===== config.mk =====
export PLATFORM = sky130hd
export DESIGN_NAME = spi_out
export DESIGN_NICKNAME = d
export VERILOG_FILES = /design/src/rtl/spi_out.sv
export SDC_FILE = /design/constraint.sdc
export NUM_CORES = 1
export LEC_CHECK = 0
export ABC_AREA = 1
export CORE_MARGIN = 4
export CORE_UTILIZATION = 55
export DETAILED_ROUTE_END_ITERATION = 8
export PLACE_DENSITY = 0.81
export SYNTH_ARGS = -nofsm -noshare
export SYNTH_HDL_FRONTEND = slang
export SYNTH_SLANG_ARGS = --single-unit

===== constraint.sdc =====
create_clock -name sys_clk -period 2 [get_ports sys_clk]
set_clock_uncertainty 0.2 [all_clocks]
set_input_delay 0.3 -clock sys_clk [delete_from_list [all_inputs] [get_ports sys_clk]]
set_output_delay 0.3 -clock sys_clk [all_outputs]
set_load 0.005 [all_outputs]

===== src/rtl/spi_out.sv =====
// SPI output shifter: frames {cmd_word, data_word} under active-low csb and shifts it MSB-first.
// Optional `SPI_OUT_QUEUE_EN adds a one-entry pending buffer so a start is accepted while busy.
module spi_out #(
   parameter int unsigned PACKET_WIDTH = 24,
   parameter int unsigned DATA_WIDTH   = 16,
   parameter int unsigned CLK_DIV      = 4,
   parameter int unsigned CSB_GAP      = 8
) (
   input  logic                  sys_clk,
   input  logic                  rst,
   input  logic [7:0]            cmd_word,
   input  logic [DATA_WIDTH-1:0] data_word,
   input  logic                  start,
   output logic                  ready,
   output logic                  busy,
   output logic                  done,
   output logic                  sclk,
   output logic                  mosi,
   output logic                  csb
);

   localparam int unsigned BitW = $clog2(PACKET_WIDTH);
   localparam logic [7:0] HalfLast = 8'(CLK_DIV - 1);
   localparam logic [7:0] GapLast  = 8'(CSB_GAP - 1);
   localparam logic [BitW-1:0] BitLast = BitW'(PACKET_WIDTH - 1);

   typedef enum logic [2:0] {StIdle, StSetup, StShift, StHold, StGap} state_e;

   state_e                  state_q, state_d;
   logic [7:0]              cnt_q, cnt_d;
   logic [BitW-1:0]         bit_q, bit_d;
   logic [PACKET_WIDTH-1:0] shreg_q, shreg_d;
   logic                    sclk_q, sclk_d;
   logic                    done_q, done_d;
   logic [PACKET_WIDTH-1:0] packet;
   logic                    accept;
   logic                    half_end;

   assign packet   = {cmd_word, data_word};
   assign accept   = start && ready;
   assign half_end = (cnt_q == HalfLast);

`ifdef SPI_OUT_QUEUE_EN
   logic [PACKET_WIDTH-1:0] pend_q, pend_d;
   logic                    pend_vld_q, pend_vld_d;

   assign ready = ~pend_vld_q;
`else
   assign ready = (state_q == StIdle);
`endif

   always_comb begin
      state_d = state_q;
      cnt_d   = cnt_q;
      bit_d   = bit_q;
      shreg_d = shreg_q;
      sclk_d  = sclk_q;
      done_d  = 1'b0;
`ifdef SPI_OUT_QUEUE_EN
      pend_d     = pend_q;
      pend_vld_d = pend_vld_q;
      if (accept && state_q != StIdle) begin
         pend_d     = packet;
         pend_vld_d = 1'b1;
      end
`endif
      unique case (state_q)
         StIdle: begin
            cnt_d = '0;
            if (accept) begin
               shreg_d = packet;
               state_d = StSetup;
            end
         end
         StSetup: begin
            if (half_end) begin
               cnt_d   = '0;
               sclk_d  = 1'b1;
               state_d = StShift;
            end else begin
               cnt_d = cnt_q + 8'd1;
            end
         end
         StShift: begin
            if (half_end) begin
               cnt_d  = '0;
               sclk_d = ~sclk_q;
               // Falling edge: advance data, except after the final bit.
               if (sclk_q) begin
                  if (bit_q == BitLast) begin
                     bit_d   = '0;
                     state_d = StHold;
                  end else begin
                     bit_d   = bit_q + BitW'(1);
                     shreg_d = {shreg_q[PACKET_WIDTH-2:0], 1'b0};
                  end
               end
            end else begin
               cnt_d = cnt_q + 8'd1;
            end
         end
         StHold: begin
            if (half_end) begin
               cnt_d   = '0;
               done_d  = 1'b1;
               state_d = StGap;
            end else begin
               cnt_d = cnt_q + 8'd1;
            end
         end
         StGap: begin
            if (cnt_q == GapLast) begin
               cnt_d   = '0;
               state_d = StIdle;
`ifdef SPI_OUT_QUEUE_EN
               // A start landing in the last gap cycle bypasses the buffer.
               if (pend_vld_q) begin
                  shreg_d    = pend_q;
                  pend_vld_d = 1'b0;
                  state_d    = StSetup;
               end else if (accept) begin
                  shreg_d    = packet;
                  pend_vld_d = 1'b0;
                  state_d    = StSetup;
               end
`endif
            end else begin
               cnt_d = cnt_q + 8'd1;
            end
         end
         default: state_d = StIdle;
      endcase
   end

   always_ff @(posedge sys_clk) begin
      if (rst) begin
         state_q <= StIdle;
         cnt_q   <= '0;
         bit_q   <= '0;
         shreg_q <= '0;
         sclk_q  <= 1'b0;
         done_q  <= 1'b0;
`ifdef SPI_OUT_QUEUE_EN
         pend_q     <= '0;
         pend_vld_q <= 1'b0;
`endif
      end else begin
         state_q <= state_d;
         cnt_q   <= cnt_d;
         bit_q   <= bit_d;
         shreg_q <= shreg_d;
         sclk_q  <= sclk_d;
         done_q  <= done_d;
`ifdef SPI_OUT_QUEUE_EN
         pend_q     <= pend_d;
         pend_vld_q <= pend_vld_d;
`endif
      end
   end

   assign csb  = (state_q == StIdle) || (state_q == StGap);
   assign busy = (state_q != StIdle);
   assign sclk = sclk_q;
   assign done = done_q;
   assign mosi = ~csb & shreg_q[PACKET_WIDTH-1];

endmodule


==> metrics.md <==
| Metric | Value |
|---|---|
| R2R setup slack | `190 ps` |
| Global placer's final weighted congestion | `0.8597` |
| Worst skew pair latency | `290 ps` |
| Static Leak | `1.337 nW` |
| Core Region | `0.004354 sq mm` |
| Cell with the largest stage delay on the worst path | `clkdlybuf4s50_1` |
| Die H | `74.98 um` |
| VDD IR-drop max | `0.5621 mV` |
| Post-synth EDFFs | `0` |
| Synth cell count leaders | `nand2_1, dfxtp_1, nor2_2, nor2_1, inv_1` |
| Fin crit share | `97.37%` |
| Final Critical Period | `1947 ps` |
| YS warnings | `0` |
| Most used DFF post-synth | `dfxtp_1` |
| Final nets | `434` |
| # hold bufs at CTS | `0` |
| Slew @ Worst Pin | `283.8 ps` |
| Starting Density | `56.67%` |
| Hold WC Path Type | `reg -> reg` |
| Synth area leader | `dfxtp_1` |
| # port buffers | `32` |
| Final Slew Violations | `0` |
| Die ar. | `0.005622 sq mm` |
| Unrepaired setup endpoints after global routing | `no` |
| Max Fanout on Critical Path | `4` |
| DR DRC count | `0` |
| Slowest Stage Delay on Critical Path | `440 ps` |
| Worst EP arrival | `1450 ps` |
| Drt total wl | `5.292 mm` |
| Reg-to-Reg End | `shreg_q[3]$_SDFFE_PP0P_` |
| Async S/R FF share, synth | `0%` |
| Finished Core Util | `66.95%` |
| Yosys reg bits | `42` |
| Final ANT Viol Nets | `0` |
| Design Power | `3.434 mW` |
| Worst setup SP type | `register` |
| Top-count cell post-synth | `nand2_1` |
| Pre-CTS setup slack | `81.45 ps` |
| Layout overhead on the synthesized area | `18.15%` |
| Most used cell, CP | `inv_1` |
| Syn nets | `400` |
| Critical path class | `reg -> out` |
| GRT overflow | `0` |
| Htree depth | `2` |
| Hold path depth | `2` |
| Total CTS buffers | `5` |
| Worst slew margin | `81.01%` |
| Worst-path clk slew | `70 ps` |
| First-pass GRT wire length | `8.700 mm` |
| Root cell of the clock tree | `clkbuf_8` |
| WP buf/inv | `3` |
| Total clock sinks | `42` |
| Synth top area cells | `dfxtp_1, nand2_1, nor2_2` |
| Outcome | `finished clean` |
| Gr usage total | `19.78%` |
| CTS max path bufs | `2` |
| Endpoints failing setup | `0` |
| Synth top area share | `34.08%` |
| Via count | `2331` |
| Sequential element share of the synthesized area | `34.08%` |
| Vias per cell | `5.101` |
| Largest net degree at the start of global routing | `33` |
| Num rows | `24` |
| 1st-pass router iterations | `4` |
| Dpl hpwl | `3.728 mm` |
| Number of global-route vias before repair | `2066` |
| Unique masters post-synth | `31` |
| Hold-critical path endpoint | `shreg_q[16]$_SDFFE_PP0P_` |
| Top Ports | `33` |
| Die W | `74.98 um` |
| Fraction of layout cells with a size suffix above 1 | `17.28%` |
| Ant. Diodes | `0` |
| Max cap viols | `0` |
| Initial antenna violation count | `0` |
| Drt wl/cell | `11.58 um` |
| TNS Setup | `0 ps` |
| Cell area after synthesis | `0.002467 sq mm` |
| Crit path cell chain | `nor2_4 -> inv_1 -> nor2_1 -> inv_1 -> clkdlybuf4s50_1` |
| Crit. End Element | `primary output` |
| R2R depth | `9` |
| Starting DRT DRC Count | `161` |
| Hold Vio Cnt, Final | `0` |
| CTS tree | `done` |
| Crit path max-delay family | `buffers and inverters` |
| HP Start | `shreg_q[16]$_SDFFE_PP0P_` |
| Post-Synthesis Cells | `371` |
| Worst Slack Setup Final | `52.54 ps` |
| Fmax | `513.5 MHz` |
| R2r startpoint | `cnt_q[0]$_SDFFE_PP0P_` |
| Worst EP required | `1500 ps` |
| Syn_area_per_cell | `6.651 sq um` |
| P per Cell Area | `1178 mW/mm^2` |
-- layout by cell type, fill, tap and decap left out, types with 5 or more instances in the layout --
master	instances
dfxtp_1	39
nor2_1	32
buf_4	9
a21oi_1	10
clkdlybuf4s50_1	31
nand3b_1	23
inv_1	27
nand3_1	16
clkbuf_8	5
nand2_1	131
o21ai_0	7
nor2_2	37
-- per-stage QoR --
| stage | instances | instance area, sq um | hold slack, ps |
|---|---|---|---|
| after floorplan | 371 | 2467 | 239.9 |
| after global placement | 448 | 2815 | 249.5 |
| after detailed placement | 448 | 2815 | 267.2 |
| after CTS | 456 | 2900 | 284.0 |
| after global routing | 457 | 2915 | 305.2 |
| final | 457 | 2915 | 274.3 |
-- logic make-up (layout without fill, tap and decap cells) --
family | count (synthesis) | after routing | share of synthesized area, %
adder cells (fa/ha/maj) | 2 | 2 | 1.014
AND/OR/NAND/NOR | 258 | 259 | 50.10
flip-flops | 42 | 42 | 34.08
AO/OA/AOI/OAI | 21 | 21 | 4.564
buffers and inverters | 45 | 78 | 9.179
XOR/XNOR | 3 | 3 | 1.065
-- tightest hold or removal path: cells and delay by family (launching register included) --
family / cells / cell delay (ps)
simple gates: 2 / 110
flops: 1 / 330
-- flip-flops by register name (all words and copies together) (netlist names) --
signal,cells
bit_q,5
done,1
sclk,1
cnt_q,8
state_q,3
shreg_q,24
-- power breakdown --
part           total (mW)  leakage [nW]  switching (mW)  internal, mW
clock network       0.513        0.0383           0.272         0.240
logic                1.72         0.953            1.01         0.706
registers            1.20         0.346           0.153          1.05
total                3.43          1.34            1.44          1.99
-- layer usage --
metal / vias up / part of all wire (%) / global-route usage (%)
met5: - / 0 / 0
met1: 1081 / 45 / 23.97
met3: 5 / 3.9 / 4.539
met2: 33 / 49 / 34.33
met4: 0 / 1.3 / 6.719
li1: 1212 / - / -
-- final cells by class --
class                           count  area [sq um]
Tap cell                           52         65.06
Clock buffer                        7         76.32
Multi-Input combinational cell    285          1411
Timing Repair Buffer               42         406.6
Inverter                           29         108.9
Sequential cell                    42         847.1
Fill cell                         383          1439
-- what timing repair did --
item,4_1_cts,5_1_grt
cloned,0,1
setup endpoints to repair,3,14
gates resized for setup,3,4
pin swaps,1,0
buffers inserted,1,0
-- worst max path at each step --
stage	slack (ps)	start	endpoint	cells after the start
after floorplan	240	bit_q[0]$_SDFFE_PP0P_	shreg_q[17]$_SDFFE_PP0P_	11
after global placement	130	start	shreg_q[23]$_SDFFE_PP0P_	8
after detailed placement	80	start	shreg_q[23]$_SDFFE_PP0P_	8
after CTS	20	state_q[2]$_SDFFE_PP0P_	busy	5
after global routing	5	state_q[0]$_SDFFE_PP0P_	busy	5
final	50	state_q[0]$_SDFFE_PP0P_	busy	5
No activity file was read; power rests on OpenSTA's default activity.
==> RTL change 1: new RTL, same settings <==
`shreg_q` no longer has a reset.
--- a/src/rtl/spi_out.sv
+++ b/src/rtl/spi_out.sv
@@ -139,3 +139,2 @@
          bit_q   <= '0;
-         shreg_q <= '0;
          sclk_q  <= 1'b0;
@@ -150,3 +149,2 @@
          bit_q   <= bit_d;
-         shreg_q <= shreg_d;
          sclk_q  <= sclk_d;
@@ -158,2 +156,6 @@
       end
+   end
+
+   always_ff @(posedge sys_clk) begin
+      shreg_q <= shreg_d;
    end
Check against the original RTL: no difference found for any inputs over 10 cycles, from zero or initial values and one cycle with rst high; that may be too few to reach the edited logic, so the function may still have changed.
==> RTL change 1 against the original RTL <==
- synthesized cell count shrank 29%
- hold slack gained 0.023 ns
- routed wire length shrank 18%
- synthesized area shrank 14%
- final area shrank 5.0%
- register-to-register slack lost 0.09 ns
- maximum frequency grew 2.6%
- global-route usage shrank 1.5 points
- via count shrank 24%
- worst setup slack gained 0.050 ns
- critical path depth grew 3
- total power shrank 0.34%
- sequential cell count is the same
==> RTL change 1: results (changes against the original RTL) <==
p_sw_mw: 1.15  # -20%
r2r_end: "shreg_q[13]"
synth.avg_cell_area_um2: 8.11  # +22%
grt_pass1_vias: 1686  # -18%
first_iter_violations: 85  # -47%
outcome: "complete, no violations"
worst_path_dominant_cell_family: "simple AND/OR/NAND/NOR gates"
ir_drop_v: 0.000977  # +74%
p_seq_share_pct: 43.1  # +8.1 points
min-delay-start: "bit_q[2]"
grt_pass1_wl_um: 7220  # -17%
hpwlAfterDp_um: 3050  # -18%
postPlaceCellArea_um2: 2570  # -8.6%
r2r_slack_ns: 0.10  # -0.09 ns
drive_above_1_share_pct: 17.2  # -0.076 points
rr_worst_depth: 8  # -1
worst_path_largest_cell_delay_ns: 0.37  # -0.07 ns
syn_nets: 291  # -27%
synth_cell_types: 28  # -9.7%
nets: 336  # -23%
synth-xor-area-share_pct: 2.06  # +1.0 points
post_drt_wl_per_cell_um: 12.1  # +4.7%
leakage_nw: 1.19  # -11%
synth_common_cells: "nand2_1 (97), inv_1 (28), edfxtp_1 (24)"
powerComb_mw: 1.27  # -26%
synth_fa_ha_area_share_pct: 1.18  # +0.16 points
synth_edf_count: 24  # +24
synth_compound_area_share_pct: 5.71  # +1.1 points
[RTL change 1: cell families after synthesis]
logic type	Yosys count
AND/OR/NAND/NOR	154
buffers and inverters	37
AO/OA/AOI/OAI	22
adder cells (fa/ha/maj)	2
XOR/XNOR	5
flip-flops	42
[RTL change 1: final cells by class]
cell class | count | share of cell area, %
Clock buffer | 6 | 2.62
Clock inverter | 2 | 1.36
Inverter | 32 | 4.43
Multi-Input combinational cell | 183 | 33.8
Sequential cell | 42 | 39.6
Tap cell | 48 | 2.17
Timing Repair Buffer | 43 | 16.0
[RTL change 1: timing repair]
| item | 4_1_cts | 5_1_grt |
|---|---|---|
| endpoints found under the hold margin | 0 | 0 |
| pin swaps | 1 | 3 |
| gates cloned | 0 | 2 |
| buffers inserted | 1 | 1 |
| resized for setup | 4 | 11 |
| setup endpoints to repair | 3 | 27 |
[RTL change 1: how the worst max path moves through the flow]
stage	endpoint	slack, ns	cells past startpoint
6_report	shreg_q[13]	0.10	8
5_1_grt	shreg_q[13]	0.001	8
4_1_cts	ready	0.02	4
3_5_place_dp	shreg_q[17]	0.1	6
3_3_place_gp	shreg_q[16]	0.10	6
2_1_floorplan	shreg_q[0]	-0.23	7
[RTL change 1: metal layers]
| metal | routed length, µm | up-vias | track usage (%) |
|---|---|---|---|
| met5 | 0 | - | 0 |
| met4 | 60 | 0 | 7.02 |
| met3 | 175 | 7 | 5.04 |
| met2 | 2150 | 36 | 31.0 |
| met1 | 1930 | 819 | 21.9 |
| li1 | - | 921 | - |
[RTL change 1: tightest hold or removal path, cell delays in order (launching register included)]
cell     delay, ns
dfxtp_1       0.35
inv_1         0.06
a21oi_1       0.05
==> RTL change 2: new RTL, same flow settings <==
Without the edit above. Add a define of `SPI_OUT_QUEUE_EN`.
--- a/src/rtl/spi_out.sv
+++ b/src/rtl/spi_out.sv
@@ -2,2 +2,4 @@
 // Optional `SPI_OUT_QUEUE_EN adds a one-entry pending buffer so a start is accepted while busy.
+`define SPI_OUT_QUEUE_EN
+
 module spi_out #(
Check against the original RTL: not equivalent (Yosys sat finds a counterexample within 4 cycles, from zero or initial values and one cycle with rst high).
==> RTL change 2 against the original RTL <==
- final area grew 58%
- synthesized area grew 49%
- critical path type is now reg2reg
- routed wire length grew 87%
- total power grew 97%
- worst setup slack gained 0.0088 ns
- sequential cell count grew 25
- largest power group unchanged
- synthesized cell count grew 65%
- highest routed layer unchanged
==> RTL change 2: results (changes against the original RTL) <==
reg.largest.list: "pend_q: 24 flops, shreg_q: 24 flops, cnt_q: 8 flops"
grt_pass1_vias: 3542  # +71%
clk-insertion-delay-late_ns: 0.34  # +0.05 ns
routabilityCongestion: 0.948  # +10%
worst_slew_pin_slew_ns: 0.503  # +0.220 ns
path_max_fanout: 5  # +1
nFillCells: 530  # +38%
yosys_warnings: 0  # unchanged
first_pass_iters: 5  # +1
globalRouteTotalUtil_pct: 23.8  # +4.0 points
antennaDiodeCount: 0  # unchanged
antenna_found_initial: 0  # unchanged
dpl.cell_count: 730  # +63%
synth.avg_cell_area_um2: 6.00  # -9.9%
p_int_mw: 3.76  # +88%
post_drt_wl_per_cell_um: 13.1  # +13%
slowest_stage: "dfxtp_1"
ys_seq_area_share_pct: 36.4  # +2.4 points
cp.arrival_ns: 1.97  # +0.52 ns
worstHoldPathType: "reg2reg"
cts_buffers: 9  # +4
dp_worst_setup_slack_ns: -0.328  # -0.410 ns
synth_common_cells: "nand2_1 (225), nor2_1 (130), dfxtp_1 (67)"
synthArstFlopShare_pct: 0  # unchanged
worst_path_largest_cell_delay_ns: 0.38  # -0.06 ns
ir_drop_v: 0.000792  # +41%
worst_path_dominant_cell_family: "simple AND/OR/NAND/NOR gates"
ctsRootBufferMaster: "clkbuf_8"
yosys-top-cells-area: "dfxtp_1 (36%), nand2_1 (23%), nor2_1 (13%), a21oi_1 (4.9%), inv_1 (4.9%)"
syn_nets: 643  # +61%
post_cts.repair.setup_buffers: 1  # unchanged
synth_compound_area_share_pct: 10.3  # +5.8 points
outcome: "complete, no violations"
hpwlAfterDp_um: 5890  # +58%
drive_above_1_share_pct: 12.7  # -4.6 points
synth_cell_types: 28  # -9.7%
first_iter_violations: 341  # +110%
fin_cells: 756  # +65%
synth-xor-area-share_pct: 0.952  # -0.11 points
postPlaceCellArea_um2: 4240  # +51%
synth_fa_ha_area_share_pct: 0.680  # -0.33 points
nets: 704  # +62%
cts_resized: 11  # +8
grt_start_max_net_pins: 37  # +12%
cts_max_level: 3  # +1
leakage_nw: 2.23  # +66%
path_clk_slew_ns: 0.07  # about the same
grt_pass1_wl_um: 16000  # +84%
via_per_inst: 5.24  # +2.6%
==> RTL change 2: changes by cell type in the layout (fill, tap and decap cells not counted), sizes merged, moves of 7 or more <==
cell	delta
inv	+24
nand2	+94
nor2	+66
nand3b	-23
o21ai	+25
buf	+31
clkbuf	+7
a21oi	+26
dfxtp	+25
==> RTL change 2: cell families after synthesis <==
kind of cell | after synthesis
fa+ha+maj | 2
xor+xnor | 4
flops | 67
compound gates | 73
simple gates | 387
buf+inv | 81
==> RTL change 2: area by class of cell <==
cell class                 count  area (µm²)  area share (%)
inverter                      53         201            4.37
clock inverter                 3        15.0           0.326
tap                           77        96.3            2.09
clock buffer                  12         145            3.15
timing repair buffer          75         757            16.4
sequential                    67        1350            29.2
multi-input combinational    469        2050            44.4
==> RTL change 2: power by group through the flow <==
stage	logic [mW]	registers, mW	clock network [mW]
detailed placement	3.07	1.92	0
CTS	3.37	1.90	0.992
global route	4.32	1.95	1.04
global placement	2.95	1.91	0
floorplan	2.42	1.87	0
finish	3.88	1.92	0.964
==> RTL change 2: layer usage <==
metal	share of wire (%)	global-route usage, %
met3	6.9	5.93
met2	48	39.7
met5	0	0
met4	2.0	10.1
met1	43	29.3
==> RTL change 2: final timing paths <==
check               endpoint  cells past startpoint  slack, ns       start
setup / recovery  state_q[2]                      9       0.06    cnt_q[0]
hold reg to reg   pend_q[18]                      2       0.26  pend_q[18]
hold / removal    pend_q[18]                      2       0.26  pend_q[18]
setup reg to reg  state_q[2]                      9       0.06    cnt_q[0]
==> RTL change 2: tightest hold or removal path, stage by stage, from the launching register on <==
cell and delay (ns):
dfxtp_1 0.31, nand2_1 0.06, a21oi_1 0.05
